--- src/rtl/max1270_pkg.sv ---
// Shared constants for the MAX1270 AXI-Lite control/status block:
// register offsets, ID magic, AXI response codes and CTRL bit positions.
package max1270_pkg;

  localparam logic [7:0] OFF_CTRL   = 8'h00;
  localparam logic [7:0] OFF_CH_EN  = 8'h04;
  localparam logic [7:0] OFF_CH_BIP = 8'h08;
  localparam logic [7:0] OFF_STATUS = 8'h0C;
  localparam logic [7:0] OFF_ID     = 8'h10;
  localparam logic [7:0] OFF_DATA   = 8'h20;

  localparam logic [15:0] ID_MAGIC = 16'h4D12;

  localparam logic [1:0] RESP_OKAY   = 2'b00;
  localparam logic [1:0] RESP_SLVERR = 2'b10;

  localparam int CTRL_RUN      = 0;
  localparam int CTRL_START    = 1;
  localparam int CTRL_FREEZE   = 2;
  localparam int CTRL_SIGN_EXT = 3;

  typedef enum logic [2:0] {
    SEL_CTRL,
    SEL_CH_EN,
    SEL_CH_BIP,
    SEL_STATUS,
    SEL_ID,
    SEL_DATA,
    SEL_NONE
  } reg_sel_e;

endpackage

--- src/rtl/max1270_axil_csr_if.sv ---
// AXI-Lite bus (32-bit data, 4-bit strobe) between a master and the MAX1270 CSR slave.
interface max1270_axil_csr_if #(
  parameter int ADDR_WIDTH = 16
);
  logic [ADDR_WIDTH-1:0] awaddr;
  logic [2:0]            awprot;
  logic                  awvalid;
  logic                  awready;
  logic [31:0]           wdata;
  logic [3:0]            wstrb;
  logic                  wvalid;
  logic                  wready;
  logic [1:0]            bresp;
  logic                  bvalid;
  logic                  bready;
  logic [ADDR_WIDTH-1:0] araddr;
  logic [2:0]            arprot;
  logic                  arvalid;
  logic                  arready;
  logic [31:0]           rdata;
  logic [1:0]            rresp;
  logic                  rvalid;
  logic                  rready;

  modport master (
    output awaddr, awprot, awvalid, wdata, wstrb, wvalid, bready,
    output araddr, arprot, arvalid, rready,
    input  awready, wready, bresp, bvalid, arready, rdata, rresp, rvalid
  );

  modport slave (
    input  awaddr, awprot, awvalid, wdata, wstrb, wvalid, bready,
    input  araddr, arprot, arvalid, rready,
    output awready, wready, bresp, bvalid, arready, rdata, rresp, rvalid
  );
endinterface

--- src/rtl/max1270_ch_capture.sv ---
// One ADC channel: sample holding register with NEW / OVERRUN flags.
// A capture beats a same-cycle clear of NEW; OVERRUN looks at NEW before any clear.
module max1270_ch_capture #(
  parameter int SAMPLE_WIDTH = 12
) (
  input  logic                    clk,
  input  logic                    rst_n,
  input  logic                    cap_i,
  input  logic [SAMPLE_WIDTH-1:0] sample_i,
  input  logic                    clr_new_i,
  input  logic                    clr_ovr_i,
  output logic [SAMPLE_WIDTH-1:0] sample_o,
  output logic                    new_o,
  output logic                    ovr_o
);
  logic [SAMPLE_WIDTH-1:0] hold_q, hold_d;
  logic                    new_q, new_d;
  logic                    ovr_q, ovr_d;

  always_comb begin
    hold_d = cap_i ? sample_i : hold_q;
    new_d  = cap_i | (new_q & ~clr_new_i);
    ovr_d  = (ovr_q & ~clr_ovr_i) | (cap_i & new_q);
  end

  always_ff @(posedge clk or negedge rst_n) begin
    if (!rst_n) begin
      hold_q <= '0;
      new_q  <= 1'b0;
      ovr_q  <= 1'b0;
    end else begin
      hold_q <= hold_d;
      new_q  <= new_d;
      ovr_q  <= ovr_d;
    end
  end

  assign sample_o = hold_q;
  assign new_o    = new_q;
  assign ovr_o    = ovr_q;
endmodule

--- src/rtl/max1270_axil_csr.sv ---
// AXI-Lite control/status registers for a MAX1270-style multi-channel ADC front end:
// run/start/freeze control, channel enables, per-channel sample capture and W1C status.
module max1270_axil_csr
  import max1270_pkg::*;
#(
  parameter int ADDR_WIDTH   = 16,
  parameter int NUM_CH       = 8,
  parameter int SAMPLE_WIDTH = 12
) (
  input  logic                           clk,
  input  logic                           rst_n,
  max1270_axil_csr_if.slave              s_axil,
  input  logic [NUM_CH*SAMPLE_WIDTH-1:0] i_sample_data,
  input  logic [NUM_CH-1:0]              i_sample_valid,
  output logic                           o_run,
  output logic                           o_start,
  output logic [NUM_CH-1:0]              o_ch_enable,
  output logic [NUM_CH-1:0]              o_ch_bipolar
);
  logic              awready_q, awready_d, wready_q, wready_d;
  logic              bvalid_q, bvalid_d, arready_q, arready_d, rvalid_q, rvalid_d;
  logic [1:0]        bresp_q, bresp_d, rresp_q, rresp_d;
  logic [31:0]       rdata_q, rdata_d;
  logic              run_q, run_d, freeze_q, freeze_d, sext_q, sext_d, start_q, start_d;
  logic [NUM_CH-1:0] ch_en_q, ch_en_d, ch_bip_q, ch_bip_d;

  logic              wr_acc, rd_acc;
  reg_sel_e          wr_sel, rd_sel;
  logic [31:0]       wmask, rd_data;
  logic [1:0]        rd_resp;
  logic [NUM_CH-1:0] cap, clr_new, clr_ovr, new_vec, ovr_vec;
  logic [NUM_CH*16-1:0] ext_flat;

  function automatic logic [ADDR_WIDTH-3:0] word_of(input logic [7:0] off);
    return (ADDR_WIDTH-2)'(off >> 2);
  endfunction

  // Decode on word address; byte lanes within a word are selected by wstrb.
  function automatic reg_sel_e decode(input logic [ADDR_WIDTH-1:0] a);
    logic [ADDR_WIDTH-3:0] w;
    w = a[ADDR_WIDTH-1:2];
    if (w == word_of(OFF_CTRL))   return SEL_CTRL;
    if (w == word_of(OFF_CH_EN))  return SEL_CH_EN;
    if (w == word_of(OFF_CH_BIP)) return SEL_CH_BIP;
    if (w == word_of(OFF_STATUS)) return SEL_STATUS;
    if (w == word_of(OFF_ID))     return SEL_ID;
    if (w >= word_of(OFF_DATA) && w < word_of(OFF_DATA) + (ADDR_WIDTH-2)'(NUM_CH/2))
      return SEL_DATA;
    return SEL_NONE;
  endfunction

  function automatic logic [15:0] ext16(input logic [SAMPLE_WIDTH-1:0] s, input logic sx);
    logic signed [SAMPLE_WIDTH-1:0] ss;
    ss = $signed(s);
    return sx ? 16'(ss) : 16'(s);
  endfunction

  assign wr_acc = s_axil.awvalid & s_axil.wvalid & (~bvalid_q | s_axil.bready) &
                  ~awready_q & ~wready_q;
  assign rd_acc = s_axil.arvalid & (~rvalid_q | s_axil.rready) & ~arready_q;
  assign cap    = i_sample_valid & ch_en_q & {NUM_CH{~freeze_q}};
  assign wmask  = {{8{s_axil.wstrb[3]}}, {8{s_axil.wstrb[2]}},
                   {8{s_axil.wstrb[1]}}, {8{s_axil.wstrb[0]}}};

  for (genvar c = 0; c < NUM_CH; c++) begin : g_ch
    logic [SAMPLE_WIDTH-1:0] smp;
    max1270_ch_capture #(.SAMPLE_WIDTH(SAMPLE_WIDTH)) u_cap (
      .clk       (clk),
      .rst_n     (rst_n),
      .cap_i     (cap[c]),
      .sample_i  (i_sample_data[c*SAMPLE_WIDTH +: SAMPLE_WIDTH]),
      .clr_new_i (clr_new[c]),
      .clr_ovr_i (clr_ovr[c]),
      .sample_o  (smp),
      .new_o     (new_vec[c]),
      .ovr_o     (ovr_vec[c])
    );
    assign ext_flat[c*16 +: 16] = ext16(smp, sext_q);
  end

  // Read mux sees only current register values, so a same-cycle write is not visible.
  always_comb begin
    rd_sel  = decode(s_axil.araddr);
    rd_data = '0;
    rd_resp = RESP_OKAY;
    case (rd_sel)
      SEL_CTRL: begin
        rd_data[CTRL_RUN]      = run_q;
        rd_data[CTRL_FREEZE]   = freeze_q;
        rd_data[CTRL_SIGN_EXT] = sext_q;
      end
      SEL_CH_EN:  rd_data = 32'(ch_en_q);
      SEL_CH_BIP: rd_data = 32'(ch_bip_q);
      SEL_STATUS: rd_data = {16'(ovr_vec), 16'(new_vec)};
      SEL_ID:     rd_data = {ID_MAGIC, 8'(NUM_CH), 8'(SAMPLE_WIDTH)};
      SEL_DATA: begin
        for (int k = 0; k < NUM_CH/2; k++)
          if (s_axil.araddr[ADDR_WIDTH-1:2] == word_of(OFF_DATA) + (ADDR_WIDTH-2)'(k))
            rd_data = {ext_flat[(2*k)*16 +: 16], ext_flat[(2*k+1)*16 +: 16]};
      end
      default: rd_resp = RESP_SLVERR;
    endcase
  end

  always_comb begin
    wr_sel    = decode(s_axil.awaddr);
    awready_d = wr_acc;
    wready_d  = wr_acc;
    arready_d = rd_acc;
    bvalid_d  = bvalid_q & ~s_axil.bready;
    bresp_d   = bresp_q;
    rvalid_d  = rvalid_q & ~s_axil.rready;
    rdata_d   = rdata_q;
    rresp_d   = rresp_q;
    run_d     = run_q;
    freeze_d  = freeze_q;
    sext_d    = sext_q;
    start_d   = 1'b0;
    ch_en_d   = ch_en_q;
    ch_bip_d  = ch_bip_q;
    clr_new   = '0;
    clr_ovr   = '0;
    if (wr_acc) begin
      bvalid_d = 1'b1;
      bresp_d  = RESP_OKAY;
      case (wr_sel)
        SEL_CTRL: if (s_axil.wstrb[0]) begin
          run_d    = s_axil.wdata[CTRL_RUN];
          start_d  = s_axil.wdata[CTRL_START];
          freeze_d = s_axil.wdata[CTRL_FREEZE];
          sext_d   = s_axil.wdata[CTRL_SIGN_EXT];
        end
        SEL_CH_EN:  ch_en_d  = (ch_en_q & ~wmask[NUM_CH-1:0]) |
                               (s_axil.wdata[NUM_CH-1:0] & wmask[NUM_CH-1:0]);
        SEL_CH_BIP: ch_bip_d = (ch_bip_q & ~wmask[NUM_CH-1:0]) |
                               (s_axil.wdata[NUM_CH-1:0] & wmask[NUM_CH-1:0]);
        SEL_STATUS: begin
          clr_new = s_axil.wdata[NUM_CH-1:0] & wmask[NUM_CH-1:0];
          clr_ovr = s_axil.wdata[16 +: NUM_CH] & wmask[16 +: NUM_CH];
        end
        default: bresp_d = RESP_SLVERR;
      endcase
    end
    if (rd_acc) begin
      rvalid_d = 1'b1;
      rdata_d  = rd_data;
      rresp_d  = rd_resp;
    end
  end

  always_ff @(posedge clk or negedge rst_n) begin
    if (!rst_n) begin
      awready_q <= 1'b0;
      wready_q  <= 1'b0;
      bvalid_q  <= 1'b0;
      bresp_q   <= 2'b00;
      arready_q <= 1'b0;
      rvalid_q  <= 1'b0;
      rdata_q   <= '0;
      rresp_q   <= 2'b00;
      run_q     <= 1'b0;
      freeze_q  <= 1'b0;
      sext_q    <= 1'b0;
      start_q   <= 1'b0;
      ch_en_q   <= '0;
      ch_bip_q  <= '0;
    end else begin
      awready_q <= awready_d;
      wready_q  <= wready_d;
      bvalid_q  <= bvalid_d;
      bresp_q   <= bresp_d;
      arready_q <= arready_d;
      rvalid_q  <= rvalid_d;
      rdata_q   <= rdata_d;
      rresp_q   <= rresp_d;
      run_q     <= run_d;
      freeze_q  <= freeze_d;
      sext_q    <= sext_d;
      start_q   <= start_d;
      ch_en_q   <= ch_en_d;
      ch_bip_q  <= ch_bip_d;
    end
  end

  assign s_axil.awready = awready_q;
  assign s_axil.wready  = wready_q;
  assign s_axil.bvalid  = bvalid_q;
  assign s_axil.bresp   = bresp_q;
  assign s_axil.arready = arready_q;
  assign s_axil.rvalid  = rvalid_q;
  assign s_axil.rdata   = rdata_q;
  assign s_axil.rresp   = rresp_q;
  assign o_run          = run_q;
  assign o_start        = start_q;
  assign o_ch_enable    = ch_en_q;
  assign o_ch_bipolar   = ch_bip_q;

  // Protection bits and bus bits outside the implemented fields carry no meaning here.
  logic unused_ok;
  assign unused_ok = ^{s_axil.awprot, s_axil.arprot, s_axil.wdata, wmask,
                       s_axil.awaddr[1:0], s_axil.araddr[1:0]};
endmodule

--- src/flat_wrapper.sv ---
// flat-port wrapper written by rule: the top's interface ports become plain ports
module max1270_axil_csr_flat import max1270_pkg::*;
#(
  parameter int ADDR_WIDTH   = 16,
  parameter int NUM_CH       = 8,
  parameter int SAMPLE_WIDTH = 12
)
  (clk, rst_n, i_sample_data, i_sample_valid, o_run, o_start, o_ch_enable, o_ch_bipolar, s_axil_awaddr, s_axil_awprot, s_axil_awvalid, s_axil_wdata, s_axil_wstrb, s_axil_wvalid, s_axil_bready, s_axil_araddr, s_axil_arprot, s_axil_arvalid, s_axil_rready, s_axil_awready, s_axil_wready, s_axil_bresp, s_axil_bvalid, s_axil_arready, s_axil_rdata, s_axil_rresp, s_axil_rvalid);
  max1270_axil_csr_if #(.ADDR_WIDTH(ADDR_WIDTH)) s_axil_i ();
  input  logic clk;
  input  logic rst_n;
  input  logic [NUM_CH*SAMPLE_WIDTH-1:0] i_sample_data;
  input  logic [NUM_CH-1:0] i_sample_valid;
  output logic o_run;
  output logic o_start;
  output logic [NUM_CH-1:0] o_ch_enable;
  output logic [NUM_CH-1:0] o_ch_bipolar;
  input wire logic [$bits(s_axil_i.awaddr)-1:0] s_axil_awaddr;
  input wire logic [$bits(s_axil_i.awprot)-1:0] s_axil_awprot;
  input wire logic [$bits(s_axil_i.awvalid)-1:0] s_axil_awvalid;
  input wire logic [$bits(s_axil_i.wdata)-1:0] s_axil_wdata;
  input wire logic [$bits(s_axil_i.wstrb)-1:0] s_axil_wstrb;
  input wire logic [$bits(s_axil_i.wvalid)-1:0] s_axil_wvalid;
  input wire logic [$bits(s_axil_i.bready)-1:0] s_axil_bready;
  input wire logic [$bits(s_axil_i.araddr)-1:0] s_axil_araddr;
  input wire logic [$bits(s_axil_i.arprot)-1:0] s_axil_arprot;
  input wire logic [$bits(s_axil_i.arvalid)-1:0] s_axil_arvalid;
  input wire logic [$bits(s_axil_i.rready)-1:0] s_axil_rready;
  output wire logic [$bits(s_axil_i.awready)-1:0] s_axil_awready;
  output wire logic [$bits(s_axil_i.wready)-1:0] s_axil_wready;
  output wire logic [$bits(s_axil_i.bresp)-1:0] s_axil_bresp;
  output wire logic [$bits(s_axil_i.bvalid)-1:0] s_axil_bvalid;
  output wire logic [$bits(s_axil_i.arready)-1:0] s_axil_arready;
  output wire logic [$bits(s_axil_i.rdata)-1:0] s_axil_rdata;
  output wire logic [$bits(s_axil_i.rresp)-1:0] s_axil_rresp;
  output wire logic [$bits(s_axil_i.rvalid)-1:0] s_axil_rvalid;
  assign s_axil_i.awaddr = s_axil_awaddr;
  assign s_axil_i.awprot = s_axil_awprot;
  assign s_axil_i.awvalid = s_axil_awvalid;
  assign s_axil_i.wdata = s_axil_wdata;
  assign s_axil_i.wstrb = s_axil_wstrb;
  assign s_axil_i.wvalid = s_axil_wvalid;
  assign s_axil_i.bready = s_axil_bready;
  assign s_axil_i.araddr = s_axil_araddr;
  assign s_axil_i.arprot = s_axil_arprot;
  assign s_axil_i.arvalid = s_axil_arvalid;
  assign s_axil_i.rready = s_axil_rready;
  assign s_axil_awready = s_axil_i.awready;
  assign s_axil_wready = s_axil_i.wready;
  assign s_axil_bresp = s_axil_i.bresp;
  assign s_axil_bvalid = s_axil_i.bvalid;
  assign s_axil_arready = s_axil_i.arready;
  assign s_axil_rdata = s_axil_i.rdata;
  assign s_axil_rresp = s_axil_i.rresp;
  assign s_axil_rvalid = s_axil_i.rvalid;
  max1270_axil_csr #(.ADDR_WIDTH(ADDR_WIDTH), .NUM_CH(NUM_CH), .SAMPLE_WIDTH(SAMPLE_WIDTH)) u_core (.clk(clk), .rst_n(rst_n), .s_axil(s_axil_i), .i_sample_data(i_sample_data), .i_sample_valid(i_sample_valid), .o_run(o_run), .o_start(o_start), .o_ch_enable(o_ch_enable), .o_ch_bipolar(o_ch_bipolar));
endmodule
--- config.mk ---
export PLATFORM = sky130hd
export DESIGN_NAME = max1270_axil_csr_flat
export DESIGN_NICKNAME = d
export VERILOG_FILES = /design/src/rtl/max1270_pkg.sv /design/src/rtl/max1270_axil_csr_if.sv /design/src/rtl/max1270_ch_capture.sv /design/src/rtl/max1270_axil_csr.sv /design/src/flat_wrapper.sv
export SDC_FILE = /design/constraint.sdc
export NUM_CORES = 1
export LEC_CHECK = 0
export CAP_MARGIN = 5
export CORE_MARGIN = 1
export CORE_UTILIZATION = 35
export CTS_CLUSTER_SIZE = 16
export DETAILED_ROUTE_END_ITERATION = 12
export GPL_ROUTABILITY_DRIVEN = 0
export SKIP_LAST_GASP = 1
export SYNTH_ARGS = -nofsm -noshare
export SYNTH_HDL_FRONTEND = slang
export SYNTH_SLANG_ARGS = --single-unit
export TNS_END_PERCENT = 30
--- constraint.sdc ---
create_clock -name clk -period 3 [get_ports clk]
set_clock_uncertainty 0.1 [all_clocks]
set_input_delay 0.6 -clock clk [delete_from_list [all_inputs] [get_ports clk]]
set_output_delay 0.6 -clock clk [all_outputs]
set_load 0.1 [all_outputs]
# Yosys cells after proc, flatten, opt, wreduce, memory -nomap -nowiden
# Cells that the tools add are included.
[totals]
ff_bits = 172
[op_classes]
n_lt_le_gt_ge = 4
eq_ne = 20
muxes = 95
n_bitwise = 82
reduce_logical = 11
[ops]
columns = ["op", "n"]
rows = [
  ["one-hot mux 28 bit (5 select lines)", 1],
  ["two-way mux 16 bit", 8],
  ["two-way mux 32 bit", 4],
  ["two-way mux 3 bit", 26],
  ["equality test 14 x 2 -> 1 bit (second input constant)", 4],
  ["equality test 14 x 4 -> 1 bit (second input constant)", 4],
  ["bitwise AND 8 bit", 6],
  ["two-way mux 1 bit", 47],
  ["bitwise AND 1 bit", 32],
  ["two-way mux 8 bit", 4],
  ["equality test 14 x 1 -> 1 bit (second input constant)", 2],
  ["equality test 14 x 3 -> 1 bit (second input constant)", 2],
  ["greater-or-equal comparator 14 x 4 -> 1 bit (second input constant)", 2],
  ["logical NOT 14 bit", 2],
  ["less-than comparator 14 x 4 -> 1 bit (second input constant)", 2],
  ["inverter 1 bit", 23],
  ["bitwise OR 1 bit", 18],
  ["bitwise OR 8 bit", 2],
  ["equality test 3 x 2 -> 1 bit (second input constant)", 4],
  ["one-hot mux 2 bit (6 select lines)", 1],
  ["inverter 8 bit", 1],
  ["equality test 3 x 1 -> 1 bit (second input constant)", 2],
  ["equality test 3 bit (second input constant)", 2],
  ["logical NOT 3 bit", 2],
  ["other kinds (8)", 11],
]

# Depth between registers and ports, before layout
[logic_depth]
word_depth = 29
ltp_mapped = 8
mapped_depth_nobuf = 6

# Cells and area by module
# A second synthesis with hierarchy kept.
[unflattened]
hier_cells = 576
hier_area_um2 = 7880.1
[by_module_without_submodules]
columns = ["module", "instances", "cells_per_inst", "area_each_um2", "seq_area_each_um2"]
rows = [
  ["max1270_ch_capture", 8, 32, 551.8, 350.3],
  ["max1270_axil_csr", 1, 320, 3465.8, 1326.3],
]

# Least setup slack after synthesis
# OpenSTA, ideal clock, no wires.
[synth_path]
kind = "reg2reg"
from = "register u_core.awready_q (netlist: u_core.s_axil.awready)"
to = "register (tool-made name)"
setup_time_ns = 0.126
arrival_ns = 2.260
slack_ns = 0.514
path_stages_with_launch = 6
path_buffers = 0
cell_sequence = "dfrtp_1 -> nand3b_1 -> nor3_2 -> nor3b_2 -> nor4b_4 -> mux2_2"
[synth_lines]
columns = ["item", "line", "rtl"]
rows = [
  ["start, declared", "max1270_axil_csr.sv:20", "logic awready_q, awready_d, wready_q, wready_d;"],
  ["start signal, assigned", "max1270_axil_csr.sv:168", "awready_q <= awready_d;"],
]

==> reports/qor.csv <==
stage;metric;value;unit
critical_path;Setup crit start kind;primary input;
timing;post-route clock period utilization;0.832;
timing;endpoints failing setup;0;
grt;initial antenna violation count;4;
grt;largest net degree at the start of global routing;60;
drt;DRT Wirelength;24.3;mm
grt;GRT Total Usage;0.228;
cts;Setup Buffers After CTS;0;
worst_hold_path;class of the worst hold path;in2async;
synth;register area share after synthesis;0.549;
critical_path;r2r worst-path depth;6;
drt;TritonRoute pass-1 iters;5;
timing;final setup TNS;0;ns
grt;number of global-route vias before repair;6522;
power_and_ir_drop;Leak Pwr;5.31;nW
power_and_ir_drop;Sw Pwr;1.18;mW
placement;Port Buffers;213;
critical_path;r2r setup slk;0.91;ns
power_and_ir_drop;combinational power share;0.094;
die;Die Span X;149;um
die;I/O pin total;244;
cts;Clock Latency Late Sink;0.43;ns
die;core area;21000;um^2
cts;Reg clk slew, reported paths;0.07;ns
timing;Final Slew Violations;0;
synth;Syn Std Cell Area;7520;um^2
cts;CTS HTree Levels;4;
cts;CTS tree;done;
critical_path;critical setup path kind;in2reg;
status;run status;complete, no violations;
job;max-cap violations;0;
grt;first-pass GRT wire length;37.3;mm
synth;Ys Warns;0;
timing;Slew HR;0.582;
power_and_ir_drop;overall power;4.91;mW
layout;commonest non-fill, non-tap cell in the layout;nand2_1;
cts;Clock Sink Count;165;
synth;Yosys top cell area share;0.549;
timing;slew of the pin with the lowest slew margin;0.627;ns
power_and_ir_drop;sequential power share;0.457;
synth;Avg Inst Size Synth;9.40;um^2
placement;HPWL after detailed placement;18.1;mm
cts;clk root buf;clkbuf_16;
synth;Seq cells post-synth;165;
critical_path;r2r startpoint;u_core.s_axil.awready;
drt;DR iter-0 viols;406;
grt;Remaining Overflow, GRT;0;
die;Initial Utilization;0.358;
timing;fin crit period;2.50;ns
layout;fillers;1996;
power_and_ir_drop;Int Power;3.72;mW
synth;top area cells in the synthesized netlist;dfrtp_1 55%, nand2_1 16%, mux2_2 3.7%;
cts;CTS Buf Count;17;
timing;Max Fclk;0.401;GHz
power_and_ir_drop;Clock power frac;0.448;
cts;CTS Buffer Depth;2;
timing;Final Hold Fails;0;
cts;post-CTS sizing;0;
layout;most frequent cells in the layout;328 x nand2_1, 165 x dfrtp_1, 153 x clkdlybuf4s50_1;
drt;Final ANT Viol Nets;0;
drt;Routed wire per std cell;18.4;um
critical_path;worst path cell trace;clkdlybuf4s50_1 -> or4_4 -> nor3_2 -> nor3b_2 -> nor4b_4 -> buf_4 -> mux2_2;
layout;nets;1215;
synth;cell taking the most area after synthesis;dfrtp_1;
critical_path;crit path max fanout;8;
critical_path;Critical Path Slowest Stage Cell;or4_4;
layout;layout cell share with drive strength beyond 1;0.170;
timing;RSZ-0062 raised after global routing;false;
die;Row Count;53;
synth;Post-Syn Instances;800;
power_and_ir_drop;switching part of the total power;0.241;
critical_path;Worst EP required;3.21;ns
critical_path;CP endpoint kind;flip-flop;
drt;DR vias/cell;4.93;
cts;cts hold-fix bufs;0;
synth;Synth cell types;47;
drt;total number of vias;6516;
critical_path;CP Data Arrival Time;2.70;ns
die;die area;22100;um^2
drt;Residual DRC;0;
die;chip height;149;um
layout;Synth-to-Final Area Change;40.6;%
power_and_ir_drop;maximum vdd drop;352;uV
power_and_ir_drop;PwrDens;464;nW/um^2
critical_path;critical path's largest stage delay;0.55;ns
## layer usage
| metal | vias up | global-route usage | wire length (um) |
|---|---|---|---|
| met5 | - | 0 | 14 |
| met4 | 2 | 0.0753 | 496 |
| met3 | 29 | 0.0577 | 1710 |
| met2 | 218 | 0.367 | 11500 |
| met1 | 3129 | 0.300 | 10600 |
| li1 | 3138 | - | - |
## how the worst max path moves through the flow
stage                     cells after the start  slack (ns)             startpoint        end
after floorplan                               5        0.51  u_core.s_axil.awready  flip-flop
after global placement                        7        0.10      s_axil_awaddr[15]  flip-flop
after detailed placement                      7        0.07      s_axil_awaddr[15]  flip-flop
after CTS                                     7        0.51      s_axil_awaddr[15]  flip-flop
after global routing                          7        0.43      s_axil_awaddr[15]  flip-flop
final                                         7        0.50      s_axil_awaddr[15]  flip-flop
## state kept, by name, indices dropped and copies added, names as in the netlist, 8 cells and up, named ones only
name and count:
u_core.g_ch.u_cap.new_o 8, u_core.g_ch.u_cap.ovr_o 8, u_core.g_ch.u_cap.sample_o 96, u_core.s_axil.rdata 27
## logic make-up (layout without fill, tap and decap cells)
group | count (synthesis) | in the layout | share of synthesized area
buffers and inverters | 65 | 307 | 0.0379
other | 1 | 5 | 0.000499
xor gates and xnor gates | 1 | 1 | 0.00117
muxes | 41 | 41 | 0.0787
and+or+nand+nor | 438 | 438 | 0.249
AOI/OAI and AO/OA | 89 | 89 | 0.0829
DFF | 165 | 165 | 0.549
## critical path, delay by kind of cell
family / cells / cell delay, ns
buf+inv: 2 / 0.63
mux: 1 / 0.35
simple gates: 4 / 1.11
## metrics by stage
step	utilization	hold WS [ns]	cells	area (um^2)	worst slack, ns
5_1_grt	0.503	0.0747	1319	10600	0.426
3_3_place_gp	0.474	0.354	1286	9970	0.102
2_1_floorplan	-	0.204	801	7520	0.514
3_5_place_dp	0.474	0.358	1286	9970	0.0700
4_1_cts	0.503	0.0581	1318	10600	0.514
6_report	0.503	0.0410	1321	10600	0.504
## cell usage after synthesis (all sizes together)
library cell	n
mux2i	4
a221oi	2
a21o	3
o21ai	18
xnor2	1
dfrtp	165
a22oi	15
mux2	25
buf	16
or4b	1
o22ai	2
nor4b	1
o2111ai	5
and3	2
a2bb2oi	1
conb	1
a21oi	16
clkbuf	28
a32o	1
o311ai	2
or3	2
o21a	1
nand4	7
o211ai	10
nand2b	5
nor3	13
mux4	12
o221ai	1
nor3b	1
nand3b	10
and4	1
nor4	4
a221o	10
or2	2
nor2	30
nor2b	12
a211o	1
o31ai	1
nand3	13
inv	21
or4	6
nand2	328
## area by class of cell
cell class / count / area, um^2 / share of cell area
sequential: 165 / 4130 / 0.391
multi-input combinational: 571 / 3110 / 0.294
timing repair buffer: 254 / 2310 / 0.219
clock buffer: 18 / 439 / 0.0415
tap: 275 / 344 / 0.0325
clock inverter: 14 / 153 / 0.0144
inverter: 21 / 78.8 / 0.00746
antenna: 3 / 7.51 / 0.000710
## power by group through the flow
stage               logic, mW  clock network (mW)  registers [mW]
floorplan               0.110                   0            2.32
global placement        0.465                   0            2.29
detailed placement      0.465                   0            2.29
CTS                     0.467                2.23            2.24
global route            0.496                2.32            2.24
finish                  0.463                2.20            2.24
Power figures use the tool's default switching activity.
